`src/rtl/mips_instr_encoder_pkg.sv`:
```
// Shared definitions for the MIPS instruction encoder.
//   - enc_mn_e    : mnemonic codes accepted on in_mnem (31 is reserved as illegal)
//   - enc_state_e : encoder FSM states
//   - INSTR_OP_* / INSTR_FUNCT_* : primary opcodes and R-type function codes,
//     the same values the core's Ctrl/ALUCtrl decode path expects.
package mips_instr_encoder_pkg;

  typedef enum logic [4:0] {
    ENC_MN_ADD     = 5'd0,
    ENC_MN_ADDU    = 5'd1,
    ENC_MN_SUB     = 5'd2,
    ENC_MN_SUBU    = 5'd3,
    ENC_MN_AND     = 5'd4,
    ENC_MN_OR      = 5'd5,
    ENC_MN_XOR     = 5'd6,
    ENC_MN_NOR     = 5'd7,
    ENC_MN_SLT     = 5'd8,
    ENC_MN_SLTU    = 5'd9,
    ENC_MN_SLL     = 5'd10,
    ENC_MN_SRL     = 5'd11,
    ENC_MN_SRA     = 5'd12,
    ENC_MN_SLLV    = 5'd13,
    ENC_MN_SRLV    = 5'd14,
    ENC_MN_SRAV    = 5'd15,
    ENC_MN_JR      = 5'd16,
    ENC_MN_ADDI    = 5'd17,
    ENC_MN_ADDIU   = 5'd18,
    ENC_MN_ANDI    = 5'd19,
    ENC_MN_ORI     = 5'd20,
    ENC_MN_XORI    = 5'd21,
    ENC_MN_LUI     = 5'd22,
    ENC_MN_SLTI    = 5'd23,
    ENC_MN_SLTIU   = 5'd24,
    ENC_MN_LW      = 5'd25,
    ENC_MN_SW      = 5'd26,
    ENC_MN_BEQ     = 5'd27,
    ENC_MN_BNE     = 5'd28,
    ENC_MN_J       = 5'd29,
    ENC_MN_JAL     = 5'd30,
    ENC_MN_ILLEGAL = 5'd31
  } enc_mn_e;

  typedef enum logic [1:0] {
    ST_IDLE = 2'd0,
    ST_ENC  = 2'd1,
    ST_WR   = 2'd2
  } enc_state_e;

  localparam logic [5:0] INSTR_OP_RTYPE = 6'h00;
  localparam logic [5:0] INSTR_OP_J     = 6'h02;
  localparam logic [5:0] INSTR_OP_JAL   = 6'h03;
  localparam logic [5:0] INSTR_OP_BEQ   = 6'h04;
  localparam logic [5:0] INSTR_OP_BNE   = 6'h05;
  localparam logic [5:0] INSTR_OP_ADDI  = 6'h08;
  localparam logic [5:0] INSTR_OP_ADDIU = 6'h09;
  localparam logic [5:0] INSTR_OP_SLTI  = 6'h0A;
  localparam logic [5:0] INSTR_OP_SLTIU = 6'h0B;
  localparam logic [5:0] INSTR_OP_ANDI  = 6'h0C;
  localparam logic [5:0] INSTR_OP_ORI   = 6'h0D;
  localparam logic [5:0] INSTR_OP_XORI  = 6'h0E;
  localparam logic [5:0] INSTR_OP_LUI   = 6'h0F;
  localparam logic [5:0] INSTR_OP_LW    = 6'h23;
  localparam logic [5:0] INSTR_OP_SW    = 6'h2B;

  localparam logic [5:0] INSTR_FUNCT_SLL  = 6'h00;
  localparam logic [5:0] INSTR_FUNCT_SRL  = 6'h02;
  localparam logic [5:0] INSTR_FUNCT_SRA  = 6'h03;
  localparam logic [5:0] INSTR_FUNCT_SLLV = 6'h04;
  localparam logic [5:0] INSTR_FUNCT_SRLV = 6'h06;
  localparam logic [5:0] INSTR_FUNCT_SRAV = 6'h07;
  localparam logic [5:0] INSTR_FUNCT_JR   = 6'h08;
  localparam logic [5:0] INSTR_FUNCT_ADD  = 6'h20;
  localparam logic [5:0] INSTR_FUNCT_ADDU = 6'h21;
  localparam logic [5:0] INSTR_FUNCT_SUB  = 6'h22;
  localparam logic [5:0] INSTR_FUNCT_SUBU = 6'h23;
  localparam logic [5:0] INSTR_FUNCT_AND  = 6'h24;
  localparam logic [5:0] INSTR_FUNCT_OR   = 6'h25;
  localparam logic [5:0] INSTR_FUNCT_XOR  = 6'h26;
  localparam logic [5:0] INSTR_FUNCT_NOR  = 6'h27;
  localparam logic [5:0] INSTR_FUNCT_SLT  = 6'h2A;
  localparam logic [5:0] INSTR_FUNCT_SLTU = 6'h2B;

endpackage

```
`src/rtl/mips_instr_encoder_pack.sv`:
```
// Combinational word packer: turns one mnemonic-level request into a 32-bit
// MIPS word. Fields an op does not use are forced to zero.
//   mnem, rs, rt, rd, shamt, imm, target : captured request fields
//   pc        : address the word will be written to (branch/jump base)
//   word      : encoded instruction
//   illegal   : mnemonic is not one the core decodes
//   range_err : branch/jump target misaligned or unreachable from pc
module mips_word_pack
  import mips_instr_encoder_pkg::*;
(
  input  logic [4:0]  mnem,
  input  logic [4:0]  rs,
  input  logic [4:0]  rt,
  input  logic [4:0]  rd,
  input  logic [4:0]  shamt,
  input  logic [15:0] imm,
  input  logic [31:0] target,
  input  logic [31:0] pc,
  output logic [31:0] word,
  output logic        illegal,
  output logic        range_err
);

  function automatic logic [31:0] r_word(input logic [4:0] f_rs, input logic [4:0] f_rt,
                                         input logic [4:0] f_rd, input logic [4:0] f_sh,
                                         input logic [5:0] funct);
    return {INSTR_OP_RTYPE, f_rs, f_rt, f_rd, f_sh, funct};
  endfunction

  function automatic logic [31:0] i_word(input logic [5:0] op, input logic [4:0] f_rs,
                                         input logic [4:0] f_rt, input logic [15:0] f_imm);
    return {op, f_rs, f_rt, f_imm};
  endfunction

  logic        [31:0] pc4;
  logic signed [31:0] diff;
  logic signed [31:0] off;
  logic               br_bad;
  logic               j_bad;

  always_comb begin
    pc4  = pc + 32'd4;
    diff = $signed(target) - $signed(pc4);
    off  = diff >>> 2;
    // Offset fits in 16 signed bits only if bits [31:15] are a pure sign extension.
    br_bad = (target[1:0] != 2'b00) || (off[31:15] != {17{off[15]}});
    // J/JAL can only reach the 256 MB region that holds the delay slot.
    j_bad  = (target[1:0] != 2'b00) || (target[31:28] != pc4[31:28]);
  end

  always_comb begin
    word      = '0;
    illegal   = 1'b0;
    range_err = 1'b0;
    case (mnem)
      ENC_MN_ADD:   word = r_word(rs, rt, rd, 5'd0, INSTR_FUNCT_ADD);
      ENC_MN_ADDU:  word = r_word(rs, rt, rd, 5'd0, INSTR_FUNCT_ADDU);
      ENC_MN_SUB:   word = r_word(rs, rt, rd, 5'd0, INSTR_FUNCT_SUB);
      ENC_MN_SUBU:  word = r_word(rs, rt, rd, 5'd0, INSTR_FUNCT_SUBU);
      ENC_MN_AND:   word = r_word(rs, rt, rd, 5'd0, INSTR_FUNCT_AND);
      ENC_MN_OR:    word = r_word(rs, rt, rd, 5'd0, INSTR_FUNCT_OR);
      ENC_MN_XOR:   word = r_word(rs, rt, rd, 5'd0, INSTR_FUNCT_XOR);
      ENC_MN_NOR:   word = r_word(rs, rt, rd, 5'd0, INSTR_FUNCT_NOR);
      ENC_MN_SLT:   word = r_word(rs, rt, rd, 5'd0, INSTR_FUNCT_SLT);
      ENC_MN_SLTU:  word = r_word(rs, rt, rd, 5'd0, INSTR_FUNCT_SLTU);
      ENC_MN_SLL:   word = r_word(5'd0, rt, rd, shamt, INSTR_FUNCT_SLL);
      ENC_MN_SRL:   word = r_word(5'd0, rt, rd, shamt, INSTR_FUNCT_SRL);
      ENC_MN_SRA:   word = r_word(5'd0, rt, rd, shamt, INSTR_FUNCT_SRA);
      ENC_MN_SLLV:  word = r_word(rs, rt, rd, 5'd0, INSTR_FUNCT_SLLV);
      ENC_MN_SRLV:  word = r_word(rs, rt, rd, 5'd0, INSTR_FUNCT_SRLV);
      ENC_MN_SRAV:  word = r_word(rs, rt, rd, 5'd0, INSTR_FUNCT_SRAV);
      ENC_MN_JR:    word = r_word(rs, 5'd0, 5'd0, 5'd0, INSTR_FUNCT_JR);
      ENC_MN_ADDI:  word = i_word(INSTR_OP_ADDI, rs, rt, imm);
      ENC_MN_ADDIU: word = i_word(INSTR_OP_ADDIU, rs, rt, imm);
      ENC_MN_ANDI:  word = i_word(INSTR_OP_ANDI, rs, rt, imm);
      ENC_MN_ORI:   word = i_word(INSTR_OP_ORI, rs, rt, imm);
      ENC_MN_XORI:  word = i_word(INSTR_OP_XORI, rs, rt, imm);
      ENC_MN_LUI:   word = i_word(INSTR_OP_LUI, 5'd0, rt, imm);
      ENC_MN_SLTI:  word = i_word(INSTR_OP_SLTI, rs, rt, imm);
      ENC_MN_SLTIU: word = i_word(INSTR_OP_SLTIU, rs, rt, imm);
      ENC_MN_LW:    word = i_word(INSTR_OP_LW, rs, rt, imm);
      ENC_MN_SW:    word = i_word(INSTR_OP_SW, rs, rt, imm);
      ENC_MN_BEQ: begin
        word      = i_word(INSTR_OP_BEQ, rs, rt, off[15:0]);
        range_err = br_bad;
      end
      ENC_MN_BNE: begin
        word      = i_word(INSTR_OP_BNE, rs, rt, off[15:0]);
        range_err = br_bad;
      end
      ENC_MN_J: begin
        word      = {INSTR_OP_J, target[27:2]};
        range_err = j_bad;
      end
      ENC_MN_JAL: begin
        word      = {INSTR_OP_JAL, target[27:2]};
        range_err = j_bad;
      end
      default:      illegal = 1'b1;
    endcase
  end

endmodule

```
`src/rtl/mips_instr_encoder.sv`:
```
// Program loader: accepts mnemonic-level requests, encodes them into MIPS
// words and writes them sequentially into instruction memory.
//   clk, rst              : clock, asynchronous active-high reset
//   base_load, base_addr  : reposition the write pointer (IDLE only)
//   in_valid/in_ready, in_* : request handshake and fields
//   im_we/im_addr/im_wdata/im_ready : IM write port, held until im_ready
//   err_illegal, err_range : one-cycle pulses for dropped requests
//   wr_count              : completed writes since reset or base_load
module mips_instr_encoder
  import mips_instr_encoder_pkg::*;
#(
  parameter logic [31:0] RESET_PC = 32'h0000_3000,
  parameter int          COUNT_W  = 16
) (
  input  logic               clk,
  input  logic               rst,
  input  logic               base_load,
  input  logic [31:0]        base_addr,
  input  logic               in_valid,
  output logic               in_ready,
  input  logic [4:0]         in_mnem,
  input  logic [4:0]         in_rs,
  input  logic [4:0]         in_rt,
  input  logic [4:0]         in_rd,
  input  logic [4:0]         in_shamt,
  input  logic [15:0]        in_imm,
  input  logic [31:0]        in_target,
  output logic               im_we,
  output logic [31:0]        im_addr,
  output logic [31:0]        im_wdata,
  input  logic               im_ready,
  output logic               err_illegal,
  output logic               err_range,
  output logic [COUNT_W-1:0] wr_count
);

  enc_state_e  state;
  logic        rdy;
  logic [31:0] pc;
  logic        accept;

  logic [4:0]  mnem_p1, rs_p1, rt_p1, rd_p1, shamt_p1;
  logic [15:0] imm_p1;
  logic [31:0] target_p1;

  logic [31:0] pk_word;
  logic        pk_illegal;
  logic        pk_range;

  // base_load takes priority over a coincident request, so it masks ready.
  assign in_ready = rdy & ~base_load;
  assign accept   = in_valid & in_ready;

  // ---- Capture stage: request fields latched on accept ----
  always_ff @(posedge clk) begin
    if (accept) begin
      mnem_p1   <= in_mnem;
      rs_p1     <= in_rs;
      rt_p1     <= in_rt;
      rd_p1     <= in_rd;
      shamt_p1  <= in_shamt;
      imm_p1    <= in_imm;
      target_p1 <= in_target;
    end
  end

  mips_word_pack u_pack (
    .mnem      (mnem_p1),
    .rs        (rs_p1),
    .rt        (rt_p1),
    .rd        (rd_p1),
    .shamt     (shamt_p1),
    .imm       (imm_p1),
    .target    (target_p1),
    .pc        (pc),
    .word      (pk_word),
    .illegal   (pk_illegal),
    .range_err (pk_range)
  );

  // ---- Encode/write stage: FSM, pointer and counter ----
  always_ff @(posedge clk or posedge rst) begin
    if (rst) begin
      state       <= ST_IDLE;
      rdy         <= 1'b1;
      pc          <= RESET_PC;
      im_we       <= 1'b0;
      im_addr     <= RESET_PC;
      im_wdata    <= '0;
      err_illegal <= 1'b0;
      err_range   <= 1'b0;
      wr_count    <= '0;
    end else begin
      err_illegal <= 1'b0;
      err_range   <= 1'b0;
      case (state)
        ST_IDLE: begin
          if (base_load) begin
            pc       <= base_addr & 32'hFFFF_FFFC;
            wr_count <= '0;
          end else if (in_valid) begin
            state <= ST_ENC;
            rdy   <= 1'b0;
          end
        end
        ST_ENC: begin
          if (pk_illegal || pk_range) begin
            err_illegal <= pk_illegal;
            err_range   <= pk_range & ~pk_illegal;
            state       <= ST_IDLE;
            rdy         <= 1'b1;
          end else begin
            im_we    <= 1'b1;
            im_addr  <= pc;
            im_wdata <= pk_word;
            state    <= ST_WR;
          end
        end
        ST_WR: begin
          if (im_ready) begin
            im_we    <= 1'b0;
            pc       <= pc + 32'd4;
            wr_count <= wr_count + COUNT_W'(1);
            state    <= ST_IDLE;
            rdy      <= 1'b1;
          end
        end
        default: begin
          im_we <= 1'b0;
          state <= ST_IDLE;
          rdy   <= 1'b1;
        end
      endcase
    end
  end

endmodule
```
`config.mk`:
```
export PLATFORM = sky130hd
export DESIGN_NAME = mips_instr_encoder
export DESIGN_NICKNAME = d
export VERILOG_FILES = /design/src/rtl/mips_instr_encoder_pkg.sv /design/src/rtl/mips_instr_encoder_pack.sv /design/src/rtl/mips_instr_encoder.sv
export SDC_FILE = /design/constraint.sdc
export NUM_CORES = 1
export LEC_CHECK = 0
export ABC_AREA = 1
export CAP_MARGIN = 20
export CORE_MARGIN = 4
export CORE_UTILIZATION = 50
export CTS_CLUSTER_DIAMETER = 100
export DETAILED_ROUTE_END_ITERATION = 7
export GPL_TIMING_DRIVEN = 1
export HOLD_SLACK_MARGIN = 0.1
export PLACE_DENSITY = 0.76
export SLEW_MARGIN = 20
export SYNTH_ARGS = -nofsm -noshare
export SYNTH_HDL_FRONTEND = slang
export SYNTH_SLANG_ARGS = --single-unit
```
`constraint.sdc`:
```
create_clock -name clk -period 7.5 [get_ports clk]
set_input_delay 1.5 -clock clk [delete_from_list [all_inputs] [get_ports clk]]
set_output_delay 1.5 -clock clk [all_outputs]
set_load 0.01 [all_outputs]
```
==> impl_metrics.env, run 1 <==
export IMPL_status="finished clean"
export IMPL_slew_headroom_pct=33.6
export IMPL_cp_arrival_ns=5.87
export IMPL_place_hpwl_mm=24.8
export IMPL_grt_max_degree=80
export IMPL_placed_cell_area_mm2=0.0132
export IMPL_yosysWarnings=0
export IMPL_endpoint_kind="register"
export IMPL_crit_path_start_kind="register"
export IMPL_overflow=0
export IMPL_finClkSkew_ns=0.0106
export IMPL_syn2layout_area_growth_pct=24.4
export IMPL_grtUsageTotal_pct=26.3
export IMPL_r2r_start="pc[13]"
export IMPL_powerDensity_mw_per_mm2=367
export IMPL_coreArea_mm2=0.0218
export IMPL_slew_viol_final=0
export IMPL_drt_first_pass_iters=5
export IMPL_avgSynthCellArea_um2=7.75
export IMPL_synthesis_instances=1434
export IMPL_cts_sinks=186
export IMPL_core_rowCount=54
export IMPL_initial_core_util_pct=50.9
export IMPL_final_area_mm2=0.0138
export IMPL_rsz0062_at_grt="false"
export IMPL_vias=10400
export IMPL_die_height_um=157
export IMPL_hp_start="rdy"
export IMPL_ctsResizeCount=0
export IMPL_post_drt_wl_per_cell_um=16.9
export IMPL_path_class="register to register"
export IMPL_min_path_type="register to register"
export IMPL_drive_gt1_share_pct=8.40
export IMPL_min_period_ns=5.52
export IMPL_holdPathStages=2
export IMPL_ys_seq_elements=186
export IMPL_synth_edf_count=73
export IMPL_drc=0
export IMPL_fin_crit_sh_pct=73.6
export IMPL_port_buffers=188
export IMPL_cts_root_buffer="clkbuf_16"
export IMPL_final_antenna_net_count=0
export IMPL_path_clk_slew_ns=0.08
export IMPL_rr_endpoint="im_addr[24]"
export IMPL_seq_area_frac_synth_pct=45.2
export IMPL_cts_tree="done"
export IMPL_gp_congestion=0.992
export IMPL_antenna_found_initial=0
export IMPL_clock_latency_ns=0.43
export IMPL_h_tree_depth=4
export IMPL_synth_cell_types=54
export IMPL_hold_viol=0
export IMPL_final_common_cell="nand2_1"
export IMPL_nets=1744
export IMPL_synth_flop_cell="dfrtp_1"
export IMPL_r2r_setup_slack_ns=1.98
export IMPL_fillers=1950
export IMPL_crit_fanout=79
export IMPL_viasPerCell=5.44
export IMPL_cts_made_buffers=17
export IMPL_p_leak_nw=6.33
export IMPL_dieArea_mm2=0.0247
export IMPL_post_cts_setup_buffer_count=0
export IMPL_synth_area_mm2=0.0111
export IMPL_grt_pass1_vias=9921
export IMPL_min_to="rdy"
export IMPL_clockBufferDepth=2
export IMPL_cts_hold_buf=0
export IMPL_cp_required_ns=7.85
export IMPL_vdd_drop_max_uv=188
export IMPL_drt_iter0_markers=893
export IMPL_drt_wl_total_mm=32.2
export IMPL_die_w_um=157
export IMPL_setup_tns_final_ns=0
export IMPL_ios=194
export IMPL_drv_cap=0
export IMPL_max_freq_ghz=0.181
export IMPL_r2r_cells=26
export IMPL_diodes=0
export IMPL_tightest_slew_ns=0.971
export IMPL_grt_pass1_wl_mm=51.4
export IMPL_layout_common_cells="nand2_1, clkdlybuf4s50_1, inv_1, nor2_1, nand3_1"
export IMPL_ys_async_sr_fraction_pct=60.8
export IMPL_setup_violations=0
-- critical path: stages, from the launching register on --
cell and delay, ns:
dfstp_2 0.62, nand2_1 0.10, nor2_1 0.15, nand2_1 0.17, nor2_4 0.16, nand2_1 0.09
or4_1 0.48, nor4_1 0.33, xor2_1 0.17, ha_1 0.46, nand2_1 0.10, nor2_1 0.14
inv_1 0.06, nor2_1 0.13, nand3_1 0.13, nand3_1 0.13, nand2_1 0.07, nand3_1 0.08
nor2_1 0.05, nand3_1 0.09, nand3_2 0.08, nand2_2 0.11, nand2_4 0.11, nand2_4 0.61
buf_4 0.56, nand2_1 0.12, o21ai_1 0.09
-- metrics by stage --
stage               hold slack, ns  power [mW]  cells  util (%)  worst slack, ns
finish                       0.473        5.07   1910      63.3             1.98
global route                 0.484        5.48   1910      63.3             1.42
CTS                          0.469        5.07   1910      63.3             1.95
detailed placement           0.456        4.14   1878      60.6             2.05
global placement             0.452        4.08   1878      60.6             2.17
floorplan                    0.442        3.30   1436         -            0.326
-- where the power goes --
part / internal (mW) / switching [mW] / total (mW)
Clock: 0.451 / 0.458 / 0.909
Combinational: 0.944 / 1.60 / 2.54
Sequential: 1.37 / 0.254 / 1.62
Total: 2.76 / 2.31 / 5.07
-- cell usage after synthesis, types with 5 or more instances --
cell,number,area share [%]
clkbuf_1,14,0.47
nor2_2,11,0.62
o21ai_0,45,2.0
o21ai_1,41,1.8
nand3_2,11,0.99
a221oi_1,5,0.39
a21oi_1,35,1.6
edfxtp_1,73,20
nand2_2,27,1.5
o211ai_1,11,0.74
nand2_4,6,0.61
o311ai_0,5,0.39
buf_2,7,0.32
nor3_1,17,0.77
dfrtp_1,108,24
inv_1,172,5.8
a22oi_1,13,0.88
a211oi_1,6,0.41
nor2_4,10,1.0
buf_4,6,0.41
o21ai_2,12,0.95
nand3_1,127,5.7
xor2_1,19,1.5
dfstp_2,5,1.2
ha_1,17,1.9
nand2_1,420,14
nor2_1,132,4.5
a31oi_1,14,0.79
nand4_1,19,1.1
-- routing by layer --
layer | routed length, um | vias up | global-route usage (%)
li1 | - | 5103 | -
met1 | 14700 | 4804 | 39.4
met2 | 14100 | 440 | 40.0
met3 | 2780 | 45 | 4.56
met4 | 608 | 0 | 6.76
met5 | 0 | - | 0
-- logic make-up (layout without fill, tap and decap cells) --
| family | Yosys count | count (layout) | synth area share, % |
|---|---|---|---|
| XOR/XNOR | 23 | 23 | 1.81 |
| AO/OA/AOI/OAI | 204 | 204 | 11.3 |
| AND/OR/NAND/NOR | 792 | 792 | 31.9 |
| buffers and inverters | 211 | 405 | 7.83 |
| adder cells (fa/ha/maj) | 17 | 17 | 1.91 |
| other | 1 | 3 | 0.0337 |
| flip-flops | 186 | 186 | 45.2 |
-- how the worst max path moves through the flow --
stage	start	endpoint	slack, ns	depth (start not counted)
final	pc[13]	im_addr[24]	1.98	26
after global routing	pc[12]	im_addr[25]	1.42	26
after CTS	pc[13]	im_addr[24]	1.95	26
after detailed placement	pc[13]	im_addr[27]	2.05	26
after global placement	pc[12]	im_addr[28]	2.17	26
after floorplan	base_load	imm_p1[0]	0.33	1
-- state kept, by name (all words and copies together), names as in the netlist --
signal,count
target_p1,32
rd_p1,5
rt_p1,5
imm_p1,16
im_addr,30
shamt_p1,5
pc,30
err_illegal,1
mnem_p1,5
rdy,1
err_range,1
state,2
im_wdata,31
wr_count,16
rs_p1,5
im_we,1
-- layout make-up --
type / count / area, um2 / area share [%]
sequential: 186 / 5030 / 36.4
tap: 280 / 350 / 2.54
timing repair buffer: 197 / 1950 / 14.1
inverter: 176 / 663 / 4.80
clock inverter: 15 / 173 / 1.25
clock buffer: 17 / 425 / 3.08
multi-input combinational: 1039 / 5230 / 37.9
Power figures use the tool's default switching activity.
==> run 2: changes to the inputs <==
--- a/config.mk
+++ b/config.mk
@@ -8,12 +8,12 @@
 export ABC_AREA = 1
 export CAP_MARGIN = 20
 export CORE_MARGIN = 4
-export CORE_UTILIZATION = 50
+export CORE_UTILIZATION = 49
 export CTS_CLUSTER_DIAMETER = 100
 export DETAILED_ROUTE_END_ITERATION = 7
 export GPL_TIMING_DRIVEN = 1
 export HOLD_SLACK_MARGIN = 0.1
-export PLACE_DENSITY = 0.76
+export PLACE_DENSITY = 0.78
 export SLEW_MARGIN = 20
 export SYNTH_ARGS = -nofsm -noshare
 export SYNTH_HDL_FRONTEND = slang
==> constraint.sdc (replaced) <==
create_clock -name clk -period 4.5 [get_ports clk]
set_input_delay 0.9 -clock clk [delete_from_list [all_inputs] [get_ports clk]]
set_output_delay 0.9 -clock clk [all_outputs]
set_load 0.01 [all_outputs]
==> run 2 against run 1 <==
Sequential share of layout area is 1.8 points lower. Non-clock buffer count is 40 higher. Clock-buffer cell count stayed put. Worst setup slack worse by 1.9 ns. First-iteration DRC count is 22% higher. Hold slack better by 0.0096 ns. Combinational power is 93% higher. Register-to-register slack worse by 1.9 ns. Critical endpoint is now im_wdata[10]. Via count is 5.1% higher. Highest routed layer unchanged. Fmax is 25% higher. Clock power is 71% higher.
==> impl_metrics.env, run 2 (synthesis gave the netlist of run 1 again) <==
export IMPL_hold_viol=0
export IMPL_nets=1786
export IMPL_dieArea_mm2=0.0252
export IMPL_tightest_slew_ns=1.00
export IMPL_crit_path_start_kind="register"
export IMPL_path_clk_slew_ns=0.07
export IMPL_setup_tns_final_ns=0
export IMPL_drive_gt1_share_pct=13.0
export IMPL_grt_max_degree=73
export IMPL_powerDensity_mw_per_mm2=627
export IMPL_largest_register="target_p1"
export IMPL_slew_headroom_pct=31.3
export IMPL_die_height_um=159
export IMPL_drt_iter0_markers=1087
export IMPL_multi_input_area_mm2=0.00545
export IMPL_drt_wl_total_mm=36.2
export IMPL_grt_pass1_vias=10000
export IMPL_clock_latency_ns=0.45
export IMPL_drt_first_pass_iters=7
export IMPL_h_tree_depth=4
export IMPL_gp_congestion=0.979
export IMPL_post_drt_wl_per_cell_um=18.5
export IMPL_cts_root_buffer="clkbuf_16"
export IMPL_intPower_mw=4.95
export IMPL_largest_reg_flops=32
export IMPL_final_antenna_net_count=0
export IMPL_stdcell_count=1953
export IMPL_final_common_cell="nand2_1"
export IMPL_pwr_share_seq_pct=29.4
export IMPL_reg_top3="target_p1 x32, im_wdata x31"
export IMPL_setup_violations=0
export IMPL_clockBufferDepth=2
export IMPL_max_freq_ghz=0.227
export IMPL_endpoint_kind="register"
export IMPL_grt_pass1_wl_mm=52.2
export IMPL_cts_sinks=186
export IMPL_area_sequential_mm2=0.00503
export IMPL_cp_arrival_ns=4.74
export IMPL_syn2layout_area_growth_pct=30.9
export IMPL_status="finished clean"
export IMPL_cts_made_buffers=17
export IMPL_initial_core_util_pct=50.3
export IMPL_layout_common_cells="nand2_1, clkdlybuf4s50_1, inv_1, nand3_1, nor2_1"
export IMPL_power_frac_comb_pct=53.6
export IMPL_p_leak_nw=6.66
export IMPL_cpPeakStageDelay_ns=0.55
export IMPL_cp_required_ns=4.83
export IMPL_viasPerCell=5.59
export IMPL_cp_common_cell="nand2_2"
export IMPL_place_hpwl_mm=25.3
export IMPL_vdd_drop_max_uv=287
export IMPL_placed_cell_area_mm2=0.0134
export IMPL_place_inst=1896
export IMPL_antenna_found_initial=1
export IMPL_slew_viol_final=0
export IMPL_vias=10900
export IMPL_coreArea_mm2=0.0221
export IMPL_slowest_stage="dfstp_2"
export IMPL_die_w_um=159
export IMPL_fillers=1788
export IMPL_finClkSkew_ns=0.0119
export IMPL_grtUsageTotal_pct=26.6
export IMPL_cts_tree="done"
export IMPL_crit_fanout=9
export IMPL_min_path_type="register to register"
export IMPL_swShare_pct=45.7
export IMPL_core_rowCount=54
export IMPL_ios=194
export IMPL_fin_crit_sh_pct=97.9
export IMPL_final_area_mm2=0.0145
export IMPL_overflow=0
export IMPL_min_period_ns=4.40
export IMPL_path_class="register to register"
export IMPL_port_buffers=188
export IMPL_p_clk_share_pct=17.0
export IMPL_drc=0
export IMPL_drv_cap=0
export IMPL_net_switching_power_mw=4.17
## run 2: cell types whose count changed in the layout (fill, tap and decap cells not counted), sizes merged
cell      change
bufinv        +1
clkinvlp      -2
inv           +1
diode         +1
clkbuf        +6
nand2         +2
buf          +34
## run 2: what timing repair did
action | CTS | global route
setup buffers | 0 | 9
gates resized for setup | 0 | 53
hold buffers | 0 | 0
endpoints found under the setup margin | 0 | 64
## run 2: cell type report
| cell class | count | share of cell area (%) |
|---|---|---|
| antenna | 1 | 0.0172 |
| clock buffer | 17 | 2.92 |
| clock inverter | 15 | 1.18 |
| inverter | 176 | 4.56 |
| multi-input combinational | 1041 | 37.5 |
| sequential | 186 | 34.6 |
| tap | 280 | 2.41 |
| timing repair buffer | 237 | 16.8 |
## run 2: per-layer routing
layer	GRT usage [%]	wire length (um)	up-vias
met5	0	0	-
met4	6.99	971	0
met3	4.62	3580	76
met2	41.2	16100	576
met1	38.9	15500	5078
li1	-	-	5193
## run 2: path summary, 6_finish.rpt
| path | from | to | slack (ns) | depth (start not counted) |
|---|---|---|---|---|
| max in group asynchronous | rst | im_addr[12] | 2.80 | 3 |
| min reg2reg | im_addr[12] | im_addr[12] | 0.48 | 2 |
| max | pc[13] | im_wdata[10] | 0.1 | 26 |
| max reg2reg | pc[13] | im_wdata[10] | 0.1 | 26 |
| min in group asynchronous | rst | im_addr[7] | 0.90 | 2 |
| min | im_addr[12] | im_addr[12] | 0.48 | 2 |
## run 2: power groups by stage
stage,Sequential (mW),Combinational [mW],Clock [mW]
floorplan,2.72,2.76,0
global placement,2.67,4.22,0
detailed placement,2.68,4.33,0
CTS,2.66,4.35,1.56
global route,2.74,5.37,1.63
finish,2.68,4.89,1.55
## run 2: critical path: cells and delay by family, from the launching register on
| kind | cells | cell delay, ns |
|---|---|---|
| flip-flops | 1 | 0.55 |
| buffers and inverters | 3 | 0.42 |
| adder cells (fa/ha/maj) | 1 | 0.31 |
| AND/OR/NAND/NOR | 21 | 2.82 |
| XOR/XNOR | 1 | 0.16 |
## run 2: stage by stage
| stage | util (%) | power [mW] | worst slack [ns] | hold WS, ns |
|---|---|---|---|---|
| after floorplan | - | 5.49 | 0.207 | 0.442 |
| after global placement | 60.7 | 6.89 | 0.191 | 0.452 |
| after detailed placement | 60.7 | 7.00 | 0.126 | 0.466 |
| after CTS | 63.4 | 8.57 | 0.0949 | 0.483 |
| after global routing | 65.8 | 9.74 | -0.109 | 0.495 |
| final | 65.8 | 9.12 | 0.0963 | 0.482 |
==> run 3: changes to the inputs <==
--- a/config.mk
+++ b/config.mk
@@ -5,15 +5,16 @@
 export SDC_FILE = /design/constraint.sdc
 export NUM_CORES = 1
 export LEC_CHECK = 0
-export ABC_AREA = 1
 export CAP_MARGIN = 20
+export CELL_PAD_IN_SITES_DETAIL_PLACEMENT = 0
+export CELL_PAD_IN_SITES_GLOBAL_PLACEMENT = 2
 export CORE_MARGIN = 4
-export CORE_UTILIZATION = 49
+export CORE_UTILIZATION = 31
 export CTS_CLUSTER_DIAMETER = 100
 export DETAILED_ROUTE_END_ITERATION = 7
 export GPL_TIMING_DRIVEN = 1
 export HOLD_SLACK_MARGIN = 0.1
-export PLACE_DENSITY = 0.78
+export PLACE_DENSITY_LB_ADDON = 0.1
 export SLEW_MARGIN = 20
 export SYNTH_ARGS = -nofsm -noshare
 export SYNTH_HDL_FRONTEND = slang
==> run 3 against run 2 <==
The run now ends with negative setup slack left. Non-clock buffer count increased by 223. Worst setup slack got worse by 0.83 ns. Critical path depth decreased by 3. Fmax decreased by 16%. Die area increased by 53%. Total power decreased by 13%. Global-route usage decreased by 6.8 points. Synthesized cell count decreased by 26%. Sequential cell count unchanged. Combinational power decreased by 21%. Via count decreased by 11%. Critical path type unchanged. Critical endpoint is now im_wdata[17].
==> impl_metrics.env, run 3 <==
export IMPL_die_w_um=196
export IMPL_synth_area_mm2=0.0110
export IMPL_status="finished, violations left"
export IMPL_tightest_slew_ns=1.16
export IMPL_fin_ws_ns=-0.734
export IMPL_cts_hold_buf=0
export IMPL_initial_core_util_pct=31.6
export IMPL_largest_register="target_p1"
export IMPL_drc=0
export IMPL_max_freq_ghz=0.191
export IMPL_clock_latency_ns=0.46
export IMPL_stdcell_count=1936
export IMPL_dieArea_mm2=0.0386
export IMPL_violations="negative setup slack"
export IMPL_seq_area_frac_synth_pct=45.6
export IMPL_vias=9740
export IMPL_cp_arrival_ns=5.57
export IMPL_fin_crit_sh_pct=116
export IMPL_cts_tree="done"
export IMPL_fin_total_pwr_mw=7.96
export IMPL_nets=1595
export IMPL_reg_top3="target_p1 x32, im_wdata x31"
export IMPL_largest_reg_flops=32
export IMPL_yosys_area_top_type="dfrtp_1"
export IMPL_viasPerCell=5.03
export IMPL_fillers=3325
export IMPL_drt_iter0_markers=521
export IMPL_ys_async_sr_fraction_pct=60.8
export IMPL_ios=194
export IMPL_synth_flop_cell="dfrtp_1"
export IMPL_overflow=0
export IMPL_diodes=0
export IMPL_synthTopCellsByCount="dfrtp_1, nand2_1, o21ai_0, edfxtp_1, a21oi_1"
export IMPL_final_common_cell="buf_4"
export IMPL_grt_pass1_vias=9975
export IMPL_crit_path_start_kind="register"
export IMPL_drive_gt1_share_pct=28.9
export IMPL_path_clk_slew_ns=0.08
export IMPL_place_ws_ns=-0.854
export IMPL_grtUsageTotal_pct=19.8
export IMPL_synthesis_instances=1068
export IMPL_p_leak_nw=6.70
export IMPL_final_area_mm2=0.0162
export IMPL_powerDensity_mw_per_mm2=493
export IMPL_cp_required_ns=4.83
export IMPL_yosys_top_cells_area="dfrtp_1, edfxtp_1, mux2_4"
export IMPL_yosysTopAreaCellShare_pct=24.5
export IMPL_avgSynthCellArea_um2=10.3
export IMPL_cts_sinks=186
export IMPL_gp_congestion=0.836
export IMPL_rsz0062_at_grt="true"
export IMPL_path_class="register to register"
export IMPL_post_drt_wl_per_cell_um=20.1
export IMPL_clockBufferDepth=2
export IMPL_die_height_um=196
export IMPL_syn2layout_area_growth_pct=46.7
export IMPL_layout_common_cells="buf_4, clkdlybuf4s50_1, dfrtp_1, nand2_1"
export IMPL_vdd_drop_max_uv=302
export IMPL_finClkSkew_ns=0.0120
export IMPL_drt_wl_total_mm=38.9
export IMPL_yosysMostFrequentCell="dfrtp_1"
export IMPL_endpoint_kind="register"
export IMPL_ys_seq_elements=186
export IMPL_port_buffers=188
export IMPL_synth_edf_count=73
export IMPL_setup_violations=66
export IMPL_place_hpwl_mm=28.8
export IMPL_antenna_found_initial=0
export IMPL_grt_pass1_wl_mm=59.0
export IMPL_final_antenna_net_count=0
export IMPL_core_rowCount=68
export IMPL_placed_cell_area_mm2=0.0150
export IMPL_slew_headroom_pct=21.7
export IMPL_min_path_type="register to register"
export IMPL_cts_made_buffers=17
export IMPL_drt_first_pass_iters=5
export IMPL_crit_fanout=12
export IMPL_min_period_ns=5.23
export IMPL_h_tree_depth=4
export IMPL_place_inst=1866
export IMPL_setup_tns_final_ns=-45.52
export IMPL_slew_viol_final=0
export IMPL_drv_cap=0
export IMPL_hold_viol=0
export IMPL_cts_root_buffer="clkbuf_16"
export IMPL_synth_cell_types=84
export IMPL_yosysWarnings=0
export IMPL_coreArea_mm2=0.0348
export IMPL_grt_max_degree=69
==> run 3: changes by cell type after synthesis, moves of 36 or more <==
cell and change:
nor2_1 -65, o21ai_1 -39, mux2_4 +55, clkbuf_1 +36
inv_1 -151, nand3_1 -97, xnor2_1 +44, nand2_1 -341
==> run 3: layout make-up <==
type	count	area, um2	share of cell area (%)
clock buffer	18	439	2.72
clock inverter	14	166	1.03
inverter	22	85.1	0.527
multi-input combinational	781	5810	35.9
sequential	186	5030	31.1
tap	455	569	3.52
timing repair buffer	460	4060	25.1
==> run 3: logic make-up after synthesis <==
kind of cell             count (synthesis)  synth area share, %
AND/OR/NAND/NOR                        331                 15.6
other                                    1               0.0341
XOR/XNOR                                79                 6.78
AO/OA/AOI/OAI                          275                 16.2
buffers and inverters                  103                 4.31
adder cells (fa/ha/maj)                 23                 2.49
flip-flops                             186                 45.6
multiplexers                            70                 8.94
==> run 3: worst paths after layout <==
check,end,cells past startpoint,start,slack (ns)
worst max register to register,im_wdata[17],23,pc[2],-0.73
worst min-delay path,im_addr[15],1,im_addr[15],0.52
min in group asynchronous,im_wdata[15],2,rst,0.89
worst min register to register,im_addr[15],1,im_addr[15],0.52
max in group asynchronous,rdy,3,rst,2.80
worst max-delay path,im_wdata[17],23,pc[2],-0.73
==> run 3: layer usage <==
metal  share of wire, %  track usage (%)
met5                  0                0
met4                2.1             5.92
met3                3.0             3.03
met2                 50             33.7
met1                 45             26.3
==> run 3: timing repair <==
action,CTS,global route
pin swaps,5,14
gates resized for setup,33,31
setup endpoints to repair,65,66
gates cloned,0,2
buffers inserted,38,2
==> run 3: through the flow <==
stage / hold WS (ns) / util (%)
final: 0.516 / 46.4
after global routing: 0.526 / 46.4
after global placement: 0.485 / 43.0
after CTS: 0.512 / 45.9
after floorplan: 0.506 / -
after detailed placement: 0.484 / 43.0
==> run 3: power breakdown <==
part           internal [mW]  switching, mW  total [mW]
clock                  0.893          0.729        1.62
sequential              2.17          0.302        2.47
combinational           2.12           1.75        3.86
==> run 3: worst max-delay path, stage by stage, from the launching register on <==
cell and delay [ns]:
dfrtp_2 0.42, ha_4 0.17, and4_4 0.21, nand4_1 0.13, xor2_1 0.18, ha_2 0.22, o21bai_1 0.19, a21oi_1 0.06
o31a_1 0.29, a211oi_2 0.16, o31a_1 0.29, o21bai_4 0.11, a211o_4 0.37, a221oi_4 0.28, xnor2_2 0.10, or4_4 0.44
nor4b_4 0.25, mux2i_1 0.10, o21ai_1 0.14, buf_4 0.16, nand4b_1 0.15, buf_6 0.19, buf_12 0.15, mux2_4 0.30
